==> config.mk <==
export PLATFORM = sky130hd
export DESIGN_NAME = i2s_rx
export DESIGN_NICKNAME = d
export VERILOG_FILES = /design/src/rtl/i2s_pkg.sv /design/src/rtl/i2s_rx_fifo.sv /design/src/rtl/i2s_rx.sv
export SDC_FILE = /design/constraint.sdc
export NUM_CORES = 1
export LEC_CHECK = 0
export BUFFER_PORTS_ARGS = -buffer_cell sky130_fd_sc_hd__buf_4
export CORE_MARGIN = 5
export CORE_UTILIZATION = 60
export DETAILED_ROUTE_END_ITERATION = 12
export HOLD_SLACK_MARGIN = 0.02
export PLACE_DENSITY = 0.78
export SLEW_MARGIN = 40
export SYNTH_ARGS = -nofsm -noshare
export SYNTH_HDL_FRONTEND = slang
export SYNTH_SLANG_ARGS = --single-unit
export TNS_END_PERCENT = 10
==> constraint.sdc <==
create_clock -name clk -period 5.3 [get_ports clk]
set_input_delay 0.53 -clock clk [delete_from_list [all_inputs] [get_ports clk]]
set_output_delay 0.53 -clock clk [all_outputs]
set_load 0.1 [all_outputs]
==> src/rtl/i2s_pkg.sv <==
// i2s_pkg: shared FSM encoding, channel ids and clock-ratio constant for the I2S receiver
package i2s_pkg;
   typedef enum logic [1:0] {IDLE, SEEK, LEFT, RIGHT} state_t;
   localparam logic CH_LEFT = 1'b0;
   localparam logic CH_RIGHT = 1'b1;
   localparam int MIN_CLK_BCLK_RATIO = 4;
endpackage

==> src/rtl/i2s_rx_fifo.sv <==
// i2s_rx_fifo: synchronous frame FIFO with flush; a push when full is accepted only alongside a pop
module i2s_rx_fifo #(
   parameter int W = 32,
   parameter int DEPTH = 4
) (
   input  logic         clk,
   input  logic         rst,
   input  logic         flush,
   input  logic         push,
   input  logic         pop,
   input  logic [W-1:0] din,
   output logic [W-1:0] dout,
   output logic         full,
   output logic         empty
);
   localparam int AW = $clog2(DEPTH);
   logic [W-1:0] mem [DEPTH];
   logic [AW:0] wp, rp;
   logic wr, rd;
   assign empty = wp == rp;
   assign full = (wp[AW] != rp[AW]) && (wp[AW-1:0] == rp[AW-1:0]);
   assign rd = pop && !empty;
   assign wr = push && (!full || rd);
   assign dout = mem[rp[AW-1:0]];
   always_ff @(posedge clk or posedge rst)
      if (rst) begin
         wp <= '0;
         rp <= '0;
      end else if (flush) begin
         wp <= '0;
         rp <= '0;
      end else begin
         if (wr) wp <= wp + 1'b1;
         if (rd) rp <= rp + 1'b1;
      end
   always_ff @(posedge clk)
      if (wr) mem[wp[AW-1:0]] <= din;
endmodule

==> src/rtl/i2s_rx.sv <==
// i2s_rx: I2S slave receiver into a frame FIFO; overflow/frame_err live only with I2S_RX_STATUS_EN
module i2s_rx
   import i2s_pkg::*;
#(
   parameter int WIDTH = 16,
   parameter int FIFO_DEPTH = 4,
   parameter int SYNC_STAGES = 2
) (
   input  logic             clk,
   input  logic             rst,
   input  logic             enable,
   input  logic             io_i2s_bclk,
   input  logic             io_i2s_lrclk,
   input  logic             io_i2s_data,
   output logic             out_valid,
   input  logic             out_ready,
   output logic [WIDTH-1:0] out_left,
   output logic [WIDTH-1:0] out_right,
   output logic             overflow,
   output logic             frame_err
);
   localparam int CW = $clog2(WIDTH + 1);
   localparam logic [CW-1:0] W_C = CW'(WIDTH);
   logic [2:0] pins, syn;
   assign pins = {io_i2s_bclk, io_i2s_lrclk, io_i2s_data};
   for (genvar g = 0; g < 3; g++) begin : g_sync
      logic [SYNC_STAGES-1:0] sr;
      always_ff @(posedge clk or posedge rst)
         if (rst) sr <= '0;
         else sr <= {sr[SYNC_STAGES-2:0], pins[g]};
      assign syn[g] = sr[SYNC_STAGES-1];
   end
   state_t state, state_nxt;
   logic bclk_q, lr_q, rise, lr_s, d_s, lr_chg, close, push_q, push, pop, full, empty;
   logic [CW-1:0] cnt, cnt_nxt;
   logic [WIDTH-1:0] sh, sh_nxt, closed, left_q;
   logic [2*WIDTH-1:0] frame_q, head;
   assign lr_s = syn[1];
   assign d_s = syn[0];
   assign rise = syn[2] && !bclk_q;
   assign lr_chg = rise && (lr_s != lr_q);
   assign cnt_nxt = (cnt < W_C) ? cnt + 1'b1 : cnt;
   assign sh_nxt = (cnt < W_C) ? {sh[WIDTH-2:0], d_s} : sh;
   // short channels are left-justified: the captured bits become the MSBs
   assign closed = sh_nxt << (W_C - cnt_nxt);
   assign close = lr_chg && (state == LEFT || state == RIGHT);
   always_ff @(posedge clk or posedge rst)
      if (rst) state <= IDLE;
      else state <= state_nxt;
   always_comb begin
      state_nxt = state;
      state_nxt = !enable ? IDLE :
                  state == IDLE ? SEEK :
                  (lr_chg && lr_s == CH_LEFT && state != LEFT) ? LEFT :
                  (lr_chg && lr_s == CH_RIGHT && state == LEFT) ? RIGHT : state;
   end
   always_ff @(posedge clk or posedge rst)
      if (rst) begin
         bclk_q <= 1'b0;
         lr_q <= 1'b0;
         cnt <= '0;
         sh <= '0;
         left_q <= '0;
         push_q <= 1'b0;
         frame_q <= '0;
      end else begin
         bclk_q <= syn[2];
         push_q <= 1'b0;
         if (!enable || state == IDLE) begin
            lr_q <= 1'b0;
            cnt <= '0;
            sh <= '0;
         end else if (rise) begin
            lr_q <= lr_s;
            cnt <= (close || state == SEEK) ? '0 : cnt_nxt;
            sh <= (close || state == SEEK) ? '0 : sh_nxt;
            if (close && state == LEFT) left_q <= closed;
            if (close && state == RIGHT) begin
               push_q <= 1'b1;
               frame_q <= {left_q, closed};
            end
         end
      end
   assign push = push_q && enable;
   assign pop = out_valid && out_ready;
   i2s_rx_fifo #(.W(2 * WIDTH), .DEPTH(FIFO_DEPTH)) u_fifo (
      .clk(clk), .rst(rst), .flush(!enable), .push(push), .pop(pop),
      .din(frame_q), .dout(head), .full(full), .empty(empty)
   );
   assign out_valid = !empty;
   assign {out_left, out_right} = out_valid ? head : '0;
`ifdef I2S_RX_STATUS_EN
   logic ovf_q, ferr_q, short_ch;
   assign short_ch = cnt_nxt < W_C;
   always_ff @(posedge clk or posedge rst)
      if (rst) ovf_q <= 1'b0;
      else if (!enable) ovf_q <= 1'b0;
      else if (push && full && !pop) ovf_q <= 1'b1;
   always_ff @(posedge clk or posedge rst)
      if (rst) ferr_q <= 1'b0;
      else ferr_q <= enable && close && short_ch;
   assign overflow = ovf_q;
   assign frame_err = ferr_q;
`else
   logic unused_full;
   assign unused_full = full;
   assign overflow = 1'b0;
   assign frame_err = 1'b0;
`endif
endmodule

==> results.json, run 1 <==
{
  "grt_max_degree": 51,
  "first_pass_iters": 5,
  "postCtsSetupRepairBufs": 0,
  "required_ns": 4.77,
  "slew_headroom_pct": 45.2,
  "layout.nets": 739,
  "viasPerCell": 5.94,
  "min_period_ns": 3.21,
  "ys_warn_count": 0,
  "netlist_area_um2": 9430,
  "hold_class": "in2async",
  "multiInputGateArea_um2": 3260,
  "fillers": 1025,
  "final_cell_mix": "edfxtp_1 (128), nand2_1 (101), dfrtp_1 (85), buf_4 (50), nor2b_1 (38)",
  "drc": 0,
  "leakagePower_uw": 0.00417,
  "rows": 45,
  "synth.distinct_cells": 58,
  "worstRegToRegCells": 9,
  "ys_seq_area_share_pct": 63.6,
  "fp.dieW_um": 135,
  "wl_um": 18400,
  "gp_congestion": 0.915,
  "finalInstanceArea_um2": 10600,
  "ir_drop_mv": 0.278,
  "io_buffers": 39,
  "start_kind": "flop",
  "diodes": 0,
  "antenna_found_initial": 0,
  "wl_per_cell_um": 19.4,
  "postSynthAreaPerCell_um2": 13.6,
  "whs_ns": 0.116,
  "ys_ff_latch": 214,
  "dr.first_iter.drc_count": 444,
  "regArea_um2": 6000,
  "cts_sinks": 214,
  "vias": 5645,
  "cts.clk_slew.worst_paths_ns": 0.06,
  "core_area_um2": 15300,
  "cts.path.max_buffers": 3,
  "worst_pin_slew_ns": 0.822,
  "drive_gt1_share_pct": 20.3,
  "total_power_uw": 3220,
  "track_usage_pct": 21.1,
  "synth_enable_flop_cells": 128,
  "htreeDepth": 1,
  "power_density_nw_per_um2": 304,
  "worst_setup_path_end_kind": "output port",
  "async_flop_share_pct": 40.2,
  "setup_slack_ns": 2.09,
  "path_max_fanout": 24,
  "cts_resized": 0,
  "first_global_vias": 5779,
  "tritoncts": "yes",
  "layout_commonest_cell": "edfxtp_1",
  "hold_viol_final": 0,
  "root_buffer": "clkbuf_16",
  "cts_buffers": 21,
  "synthFlopType": "edfxtp_1",
  "grt_pass1_wl_um": 30800,
  "fmax_ghz": 0.311,
  "final_antenna_net_count": 0,
  "dieArea_um2": 18300,
  "dp_hpwl_um": 11400,
  "areaGrowthSynthToFinish_pct": 12.2,
  "fin_setup_tns_ns": 0,
  "finalCritPeriodShare_pct": 60.6,
  "initial_utilization_pct": 61.6,
  "fin_skew_ns": 0.0186,
  "status": "finished clean",
  "pin_count": 42,
  "netlist_instances": 693,
  "report.final.slew_viol_count": 0,
  "rsz0062_at_grt": "false",
  "grt_remaining_overflow": 0,
  "pre_cts_ws_ns": 2.14,
  "path_class": "reg2out",
  "crit_arrival_ns": 2.68,
  "cap_violations": 0,
  "setup_violations": 0,
  "placed_area_um2": 9930,
  "insertion_delay_ns": 0.49,
  "die_y_um": 135,
  "postCtsHoldBufs": 0
}
-- per-stage QoR --
stage / utilization (%) / instances
after floorplan: - / 694
after global placement: 64.6 / 914
after detailed placement: 64.8 / 914
after CTS: 69.1 / 951
after global routing: 69.1 / 951
final: 69.1 / 951
-- final timing paths --
check | from | end | slack (ns)
worst min register to register | g_sync[0].sr[0]$_DFF_PP0_ | g_sync[0].sr[1]$_DFF_PP0_ | 0.35
min in group clk | io_i2s_data | g_sync[0].sr[0]$_DFF_PP0_ | 0.16
worst max register to register | cnt[0]$_DFFE_PP0P_ | left_q[14]$_DFFE_PP0P_ | 2.09
worst min-delay path | rst | sh[14]$_DFFE_PP0P_ | 0.12
max in group asynchronous | rst | u_fifo.rp[0]$_DFFE_PP0P_ | 4.07
worst max-delay path | u_fifo.rp[0]$_DFFE_PP0P_ | out_left[12] | 2.09
-- cell type report --
class | instances | share of cell area, %
flip-flops and latches | 214 | 56.7
clock inverters | 12 | 1.10
repair buffers | 50 | 3.55
well taps | 211 | 2.49
clock buffers | 25 | 5.11
multi-input cells | 431 | 30.8
inverters | 8 | 0.296
-- cells by family (layout without fill, tap and decap cells) --
kind of cell / count (synthesis) / in the layout / synth area share, %
compound gates: 120 / 120 / 9.03
xor+xnor: 15 / 15 / 1.55
fa+ha+maj: 6 / 6 / 0.796
buf+inv: 49 / 95 / 2.25
flops: 214 / 214 / 63.6
mux: 68 / 68 / 11.7
other cells: 1 / 2 / 0.0397
simple gates: 220 / 220 / 11.1
-- layer usage --
layer	up-vias	share of wire, %	GRT usage (%)
li1	2609	-	-
met4	0	1.8	4.54
met3	23	5.1	3.38
met5	-	0	0
met1	2861	42	28.9
met2	152	51	36.2
-- critical path, cell delays in order (launching register included) --
cell     delay, ns
dfrtp_2       0.60
buf_4         0.52
mux4_2        0.62
nor2b_1       0.17
buf_4         0.25
-- Yosys cell counts (7+ instances only) --
cell type / n / area [um^2]
edfxtp_1: 128 / 3840
o21ai_0: 23 / 115
inv_1: 8 / 30.0
mux4_2: 32 / 721
and2_1: 7 / 43.8
mux2_2: 11 / 124
a21oi_1: 26 / 130
xnor2_1: 11 / 96.3
dfrtp_1: 86 / 2150
nor3_1: 12 / 60.1
nor2_1: 31 / 116
a22o_1: 16 / 140
nand2b_1: 9 / 56.3
clkbuf_1: 24 / 90.1
nor2b_1: 38 / 238
mux2i_1: 24 / 240
nand2_1: 101 / 379
o31ai_1: 11 / 82.6
-- sequential cells by signal, summed over array words and instances, names as in the netlist --
| signal | count |
|---|---|
| lr_q | 1 |
| frame_q | 32 |
| push_q | 1 |
| u_fifo.mem | 128 |
| bclk_q | 1 |
| u_fifo.wp | 3 |
| state | 2 |
| cnt | 5 |
| left_q | 16 |
| g_sync.sr | 6 |
| sh | 16 |
| u_fifo.rp | 3 |
-- power breakdown --
group          internal [uW]  leakage (uW)  switching [uW]
combinational           7.76       0.00128            29.0
clock                    828      0.000325             594
sequential              1760       0.00256            3.39
Power figures use the tool's default switching activity.
==> run 2: changes to the inputs <==
--- a/config.mk
+++ b/config.mk
@@ -7,10 +7,10 @@
 export LEC_CHECK = 0
 export BUFFER_PORTS_ARGS = -buffer_cell sky130_fd_sc_hd__buf_4
 export CORE_MARGIN = 5
-export CORE_UTILIZATION = 60
+export CORE_UTILIZATION = 55
 export DETAILED_ROUTE_END_ITERATION = 12
 export HOLD_SLACK_MARGIN = 0.02
-export PLACE_DENSITY = 0.78
+export PLACE_DENSITY = 0.75
 export SLEW_MARGIN = 40
 export SYNTH_ARGS = -nofsm -noshare
 export SYNTH_HDL_FRONTEND = slang
==> constraint.sdc (replaced) <==
create_clock -name clk -period 2.9 [get_ports clk]
set_input_delay 0.29 -clock clk [delete_from_list [all_inputs] [get_ports clk]]
set_output_delay 0.29 -clock clk [all_outputs]
set_load 0.1 [all_outputs]
==> run 2 against run 1 <==
Against the previous run: clock power is 100% higher; flip-flop and latch count stayed put; via count is 0.53% higher; utilization is 4.2 points lower; sequential share of layout area is 1.4 points lower; clock-buffer cell count is 2 higher; sequential power is 83% higher; global-route usage is 2.4 points lower; worst hold slack worse by 0.045 ns; first-iteration DRC count is 18% lower; clock skew is 0.0074 ns lower.
==> results.json, run 2 (synthesis gave the netlist of run 1 again) <==
{
  "status": "finished clean",
  "vias": 5675,
  "path_max_fanout": 12,
  "finalCritPeriodShare_pct": 94.3,
  "cts_sinks": 214,
  "wl_per_cell_um": 18.7,
  "io_buffers": 39,
  "fmax_ghz": 0.366,
  "cts.path.max_buffers": 3,
  "worstReg2RegEnd": "frame_q[11]$_DFFE_PP0P_",
  "power_density_nw_per_um2": 572,
  "pin_count": 42,
  "worst_pin_slew_ns": 0.548,
  "slew_headroom_pct": 63.5,
  "antenna_found_initial": 0,
  "reg2reg_from": "cnt[0]$_DFFE_PP0P_",
  "grt_max_degree": 56,
  "wl_um": 18300,
  "min_period_ns": 2.73,
  "rows": 47,
  "fin_setup_tns_ns": 0,
  "cts.clk_slew.worst_paths_ns": 0.06,
  "tritoncts": "yes",
  "first_pass_iters": 5,
  "initial_utilization_pct": 56.5,
  "whs_ns": 0.0709,
  "worstHoldPathCells": 3,
  "grt_remaining_overflow": 0,
  "setup_slack_ns": 0.165,
  "worstRegToRegCells": 9,
  "pre_cts_ws_ns": 0.237,
  "fp.dieW_um": 141,
  "start_kind": "flop",
  "leakagePower_uw": 0.00431,
  "crit_arrival_ns": 3.15,
  "drive_gt1_share_pct": 21.9,
  "gp_congestion": 0.913,
  "path_class": "reg2reg",
  "worst_setup_path_end_kind": "flop",
  "dp.cells": 935,
  "setup_violations": 0,
  "ir_drop_mv": 0.425,
  "core_area_um2": 16700,
  "dr.first_iter.drc_count": 364,
  "root_buffer": "clkbuf_16",
  "dieArea_um2": 19900,
  "hp-start": "enable",
  "first_global_vias": 5844,
  "grt_pass1_wl_um": 30300,
  "die_y_um": 141,
  "hold_viol_final": 0,
  "viasPerCell": 5.80,
  "hold_class": "in2reg",
  "cts_buffers": 22,
  "hold_end": "state[0]$_DFFE_PP0P_",
  "final_antenna_net_count": 0,
  "report.final.slew_viol_count": 0,
  "htreeDepth": 1,
  "layout.nets": 756,
  "reg2reg_slack_ns": 0.17,
  "rsz0062_at_grt": "false",
  "fin_skew_ns": 0.0111,
  "cap_violations": 0,
  "diodes": 0,
  "largest_reg_flops": 128,
  "required_ns": 3.31,
  "layout_commonest_cell": "edfxtp_1",
  "fin_cells": 979,
  "final_cell_mix": "edfxtp_1 (128), nand2_1 (101), dfrtp_1 (85), buf_4 (60), nor2b_1 (36)",
  "insertion_delay_ns": 0.51,
  "drc": 0,
  "dp_hpwl_um": 11400,
  "fillers": 1219,
  "areaGrowthSynthToFinish_pct": 15.0,
  "track_usage_pct": 18.7
}
## run 2: critical path, cell delays in order (launching register included)
cell and delay [ns]:
dfrtp_1 0.38, ha_1 0.41, or3b_2 0.51, a21o_1 0.22, a21oi_2 0.22, nor2_4 0.09, buf_4 0.21, nor3_1 0.26
a31oi_2 0.09, a211oi_2 0.25
## run 2: repair_timing
action                                  CTS  global route
gates resized for setup                   0             2
endpoints found under the hold margin    34             0
setup buffers                             0             0
endpoints found under the setup margin    0             1
hold buffers                              4             0
## run 2: where the power goes
group,internal [uW],switching [uW]
Clock,1770,1140
Sequential,3210,6.10
Combinational,21.1,53.6
Total,5000,1200
## run 2: layer usage
metal	vias up	track usage, %	share of wire [%]
met4	0	4.95	2.2
met3	34	3.12	4.8
met5	-	0	0
met2	149	31.5	50
met1	2834	25.6	43
li1	2658	-	-
## run 2: layout make-up
class / count / area (um^2) / share of cell area (%)
clock buffers: 27 / 609 / 5.62
inverters: 8 / 31.3 / 0.288
multi-input cells: 431 / 3250 / 29.9
clock inverters: 13 / 156 / 1.44
flip-flops and latches: 214 / 6000 / 55.3
repair buffers: 66 / 531 / 4.89
well taps: 220 / 275 / 2.54
## run 2: worst max path at each step
stage	from	end	slack [ns]
3_3_place_gp	cnt[0]$_DFFE_PP0P_	left_q[7]$_DFFE_PP0P_	0.31
2_1_floorplan	u_fifo.rp[0]$_DFFE_PP0P_	out_left[2]	-0.26
5_1_grt	cnt[0]$_DFFE_PP0P_	left_q[7]$_DFFE_PP0P_	0.004
6_report	cnt[0]$_DFFE_PP0P_	frame_q[11]$_DFFE_PP0P_	0.17
4_1_cts	cnt[0]$_DFFE_PP0P_	frame_q[11]$_DFFE_PP0P_	0.16
3_5_place_dp	cnt[0]$_DFFE_PP0P_	frame_q[11]$_DFFE_PP0P_	0.24
## run 2: metrics by stage
stage	cell area, um^2	utilization (%)	total power [uW]
6_report	10800	64.9	6210
5_1_grt	10800	64.9	6410
3_3_place_gp	10000	60.0	3350
4_1_cts	10800	64.9	6260
3_5_place_dp	10000	60.0	3350
2_1_floorplan	9440	-	3330
==> run 3: changes to the inputs <==
--- a/config.mk
+++ b/config.mk
@@ -5,10 +5,12 @@
 export SDC_FILE = /design/constraint.sdc
 export NUM_CORES = 1
 export LEC_CHECK = 0
+export ABC_AREA = 1
 export BUFFER_PORTS_ARGS = -buffer_cell sky130_fd_sc_hd__buf_4
 export CORE_MARGIN = 5
 export CORE_UTILIZATION = 55
 export DETAILED_ROUTE_END_ITERATION = 12
+export GPL_TIMING_DRIVEN = 0
 export HOLD_SLACK_MARGIN = 0.02
 export PLACE_DENSITY = 0.75
 export SLEW_MARGIN = 40
==> run 3 against run 2 <==
Against the previous run: clock power down 7%; non-clock buffer count up 36; cell area up 2.1%; sequential share of layout area down 1.1 points; cell count up 32%; first-iteration DRC count up 19%; combinational power up 130%; clock-buffer cell count up 3; maximum frequency down 0.85%; area after synthesis up 1.0%; worst hold slack better by 0.016 ns; highest routed layer unchanged.
==> results.json, run 3 <==
{
  "slew_headroom_pct": 60.3,
  "placed_area_um2": 10300,
  "dp.cells": 1253,
  "worst_pin_slew_ns": 0.596,
  "viasPerCell": 5.35,
  "async_flop_share_pct": 40.2,
  "grt_max_degree": 57,
  "synth_area_leaders": "edfxtp_1 (40%), dfrtp_1 (23%), nand2_1 (12%)",
  "setup_violations": 0,
  "yosys-top-cells-count": "nand2_1 (305), edfxtp_1 (128), nor2_1 (111)",
  "first_global_vias": 6826,
  "dr.first_iter.drc_count": 432,
  "fin_skew_ns": 0.00998,
  "largest_reg_flops": 128,
  "power_density_nw_per_um2": 553,
  "gr-usage-met3_pct": 2.70,
  "initial_utilization_pct": 55.5,
  "pwr-share-comb_pct": 2.8,
  "dieArea_um2": 20100,
  "drc": 0,
  "drive_gt1_share_pct": 14.8,
  "final_cell_mix": "nand2_1 (304), edfxtp_1 (128), nor2_1 (107), dfrtp_1 (86), inv_1 (74)",
  "layout.nets": 1069,
  "dp_hpwl_um": 14200,
  "ys_seq_area_share_pct": 62.9,
  "pwr-share-seq_pct": 53.0,
  "hold_class": "in2reg",
  "diodes": 0,
  "path_class": "reg2out",
  "postCtsSetupRepairBufs": 0,
  "wl_per_cell_um": 15.9,
  "grt_pass1_wl_um": 34600,
  "rows": 48,
  "layout_commonest_cell": "nand2_1",
  "pin_count": 42,
  "path_max_fanout": 10,
  "p_switching_uw": 1260,
  "regArea_um2": 6000,
  "leakagePower_uw": 0.00496,
  "ys_ff_latch": 214,
  "synthFlopType": "edfxtp_1",
  "synth.distinct_cells": 33,
  "netlist_instances": 981,
  "finalInstanceArea_um2": 11100,
  "synth_enable_flop_cells": 128,
  "hold_viol_final": 0,
  "cap_violations": 0,
  "p_int_uw": 4850,
  "top_usage_layer": "met2",
  "synth.most_common_cell": "nand2_1",
  "insertion_delay_ns": 0.51,
  "min_period_ns": 2.76,
  "required_ns": 2.61,
  "synth_top_area_cell": "edfxtp_1",
  "track_usage_pct": 21.3,
  "io_buffers": 38,
  "areaGrowthSynthToFinish_pct": 16.2,
  "vias": 6942,
  "core_area_um2": 17200,
  "start_kind": "flop",
  "root_buffer": "clkbuf_16",
  "use_met2_pct": 37.1,
  "ys_warn_count": 0,
  "netlist_area_um2": 9530,
  "tritoncts": "yes",
  "antenna_found_initial": 0,
  "cts.clk_slew.worst_paths_ns": 0.06,
  "status": "finished clean",
  "ir_drop_mv": 0.466,
  "fin_cells": 1297,
  "synth_top_cell_area_share_pct": 40.3,
  "gp_congestion": 0.878,
  "fmax_ghz": 0.363,
  "cts_sinks": 214,
  "fillers": 1374,
  "p_sw_share_pct": 20.6,
  "clock_power_share_pct": 44.2,
  "htreeDepth": 1,
  "fp.dieW_um": 142,
  "multiInputGateArea_um2": 2990,
  "grtUsageMet1_pct": 28.4,
  "finalCritPeriodShare_pct": 95.1,
  "grt_remaining_overflow": 0,
  "crit_arrival_ns": 2.47,
  "worst_setup_path_end_kind": "output port",
  "die_y_um": 142,
  "wl_um": 20600,
  "first_pass_iters": 5,
  "cts_buffers": 22,
  "postSynthAreaPerCell_um2": 9.71,
  "report.final.slew_viol_count": 0,
  "rsz0062_at_grt": "true",
  "reg2reg_slack_ns": 0.43,
  "final_antenna_net_count": 0,
  "cts.path.max_buffers": 3
}
run 3: cell count changes after synthesis, sizes merged, moves of 15 or more:
cell   delta
a22o     -16
o21ai    +32
nor2     +83
o22ai    +15
nor2b    -38
mux2i    -24
nand2   +224
mux4     -32
inv      +72
a21oi    -19
o32ai    +31
nand3    +40
run 3: timing repair:
item	in CTS	in global routing
endpoints found under the hold margin	33	0
resized for setup	9	13
hold buffers	4	0
cloned	0	0
setup endpoints to repair	32	30
run 3: kinds of logic after synthesis:
logic type | after synthesis | share of synthesized area [%]
AO/OA/AOI/OAI | 118 | 7.86
other | 1 | 0.0393
AND/OR/NAND/NOR | 507 | 22.1
XOR/XNOR | 2 | 0.184
buffers and inverters | 133 | 6.07
adder cells (fa/ha/maj) | 6 | 0.788
flip-flops | 214 | 62.9
run 3: power groups by stage:
stage | logic [uW] | registers [uW] | clock network [uW]
after floorplan | 128 | 3300 | 0
after global placement | 161 | 3300 | 0
after detailed placement | 169 | 3300 | 0
after CTS | 174 | 3240 | 2750
after global routing | 196 | 3240 | 2890
final | 172 | 3240 | 2710
run 3: worst paths after layout:
path,from,endpoint,cells after the start
max in group asynchronous,rst,frame_q[3]$_DFFE_PP0P_,4
min in group asynchronous,rst,sh[14]$_DFFE_PP0P_,3
setup / recovery,u_fifo.rp[0]$_DFFE_PP0P_,out_left[7],8
setup reg to reg,u_fifo.rp[0]$_DFFE_PP0P_,u_fifo.mem[2][5]$_DFFE_PP_,7
hold / removal,enable,u_fifo.wp[2]$_DFFE_PP0P_,3
hold reg to reg,g_sync[2].sr[0]$_DFF_PP0_,g_sync[2].sr[1]$_DFF_PP0_,0
run 3: final cells by class:
class,instances,share of cell area [%]
plain buffers,52,2.66
clock buffers,30,5.51
clock inverters,10,0.847
inverters,81,2.79
multi-input cells,635,27.0
flip-flops and latches,214,54.1
well taps,225,2.54
repair buffers,50,4.47
run 3: stage by stage:
step / setup slack, ns / TNS, ns / hold slack [ns] / utilization [%] / total power, uW
2_1_floorplan: 0.00481 / 0 / 0.321 / - / 3430
3_3_place_gp: -1.19 / -194.11 / 0.335 / 58.8 / 3460
3_5_place_dp: 0.261 / 0 / 0.282 / 60.0 / 3470
4_1_cts: 0.0288 / 0 / 0.0674 / 64.4 / 6160
5_1_grt: -0.00618 / -0.00618 / 0.0993 / 64.5 / 6320
6_report: 0.142 / 0 / 0.0867 / 64.5 / 6120
run 3: critical path, stage by stage, from the launching register on:
cell and delay [ns]:
dfrtp_1 0.42, inv_1 0.21, buf_2 0.29, clkbuf_2 0.32
nor2_1 0.10, o32ai_1 0.15, nand2_1 0.12, inv_1 0.06
buf_4 0.28
run 3: per-layer routing:
| metal | part of all wire, % | vias to the layer above |
|---|---|---|
| met5 | 0 | - |
| met4 | 2.5 | 0 |
| met3 | 4.7 | 42 |
| met2 | 50 | 161 |
| met1 | 43 | 3317 |
| li1 | - | 3422 |
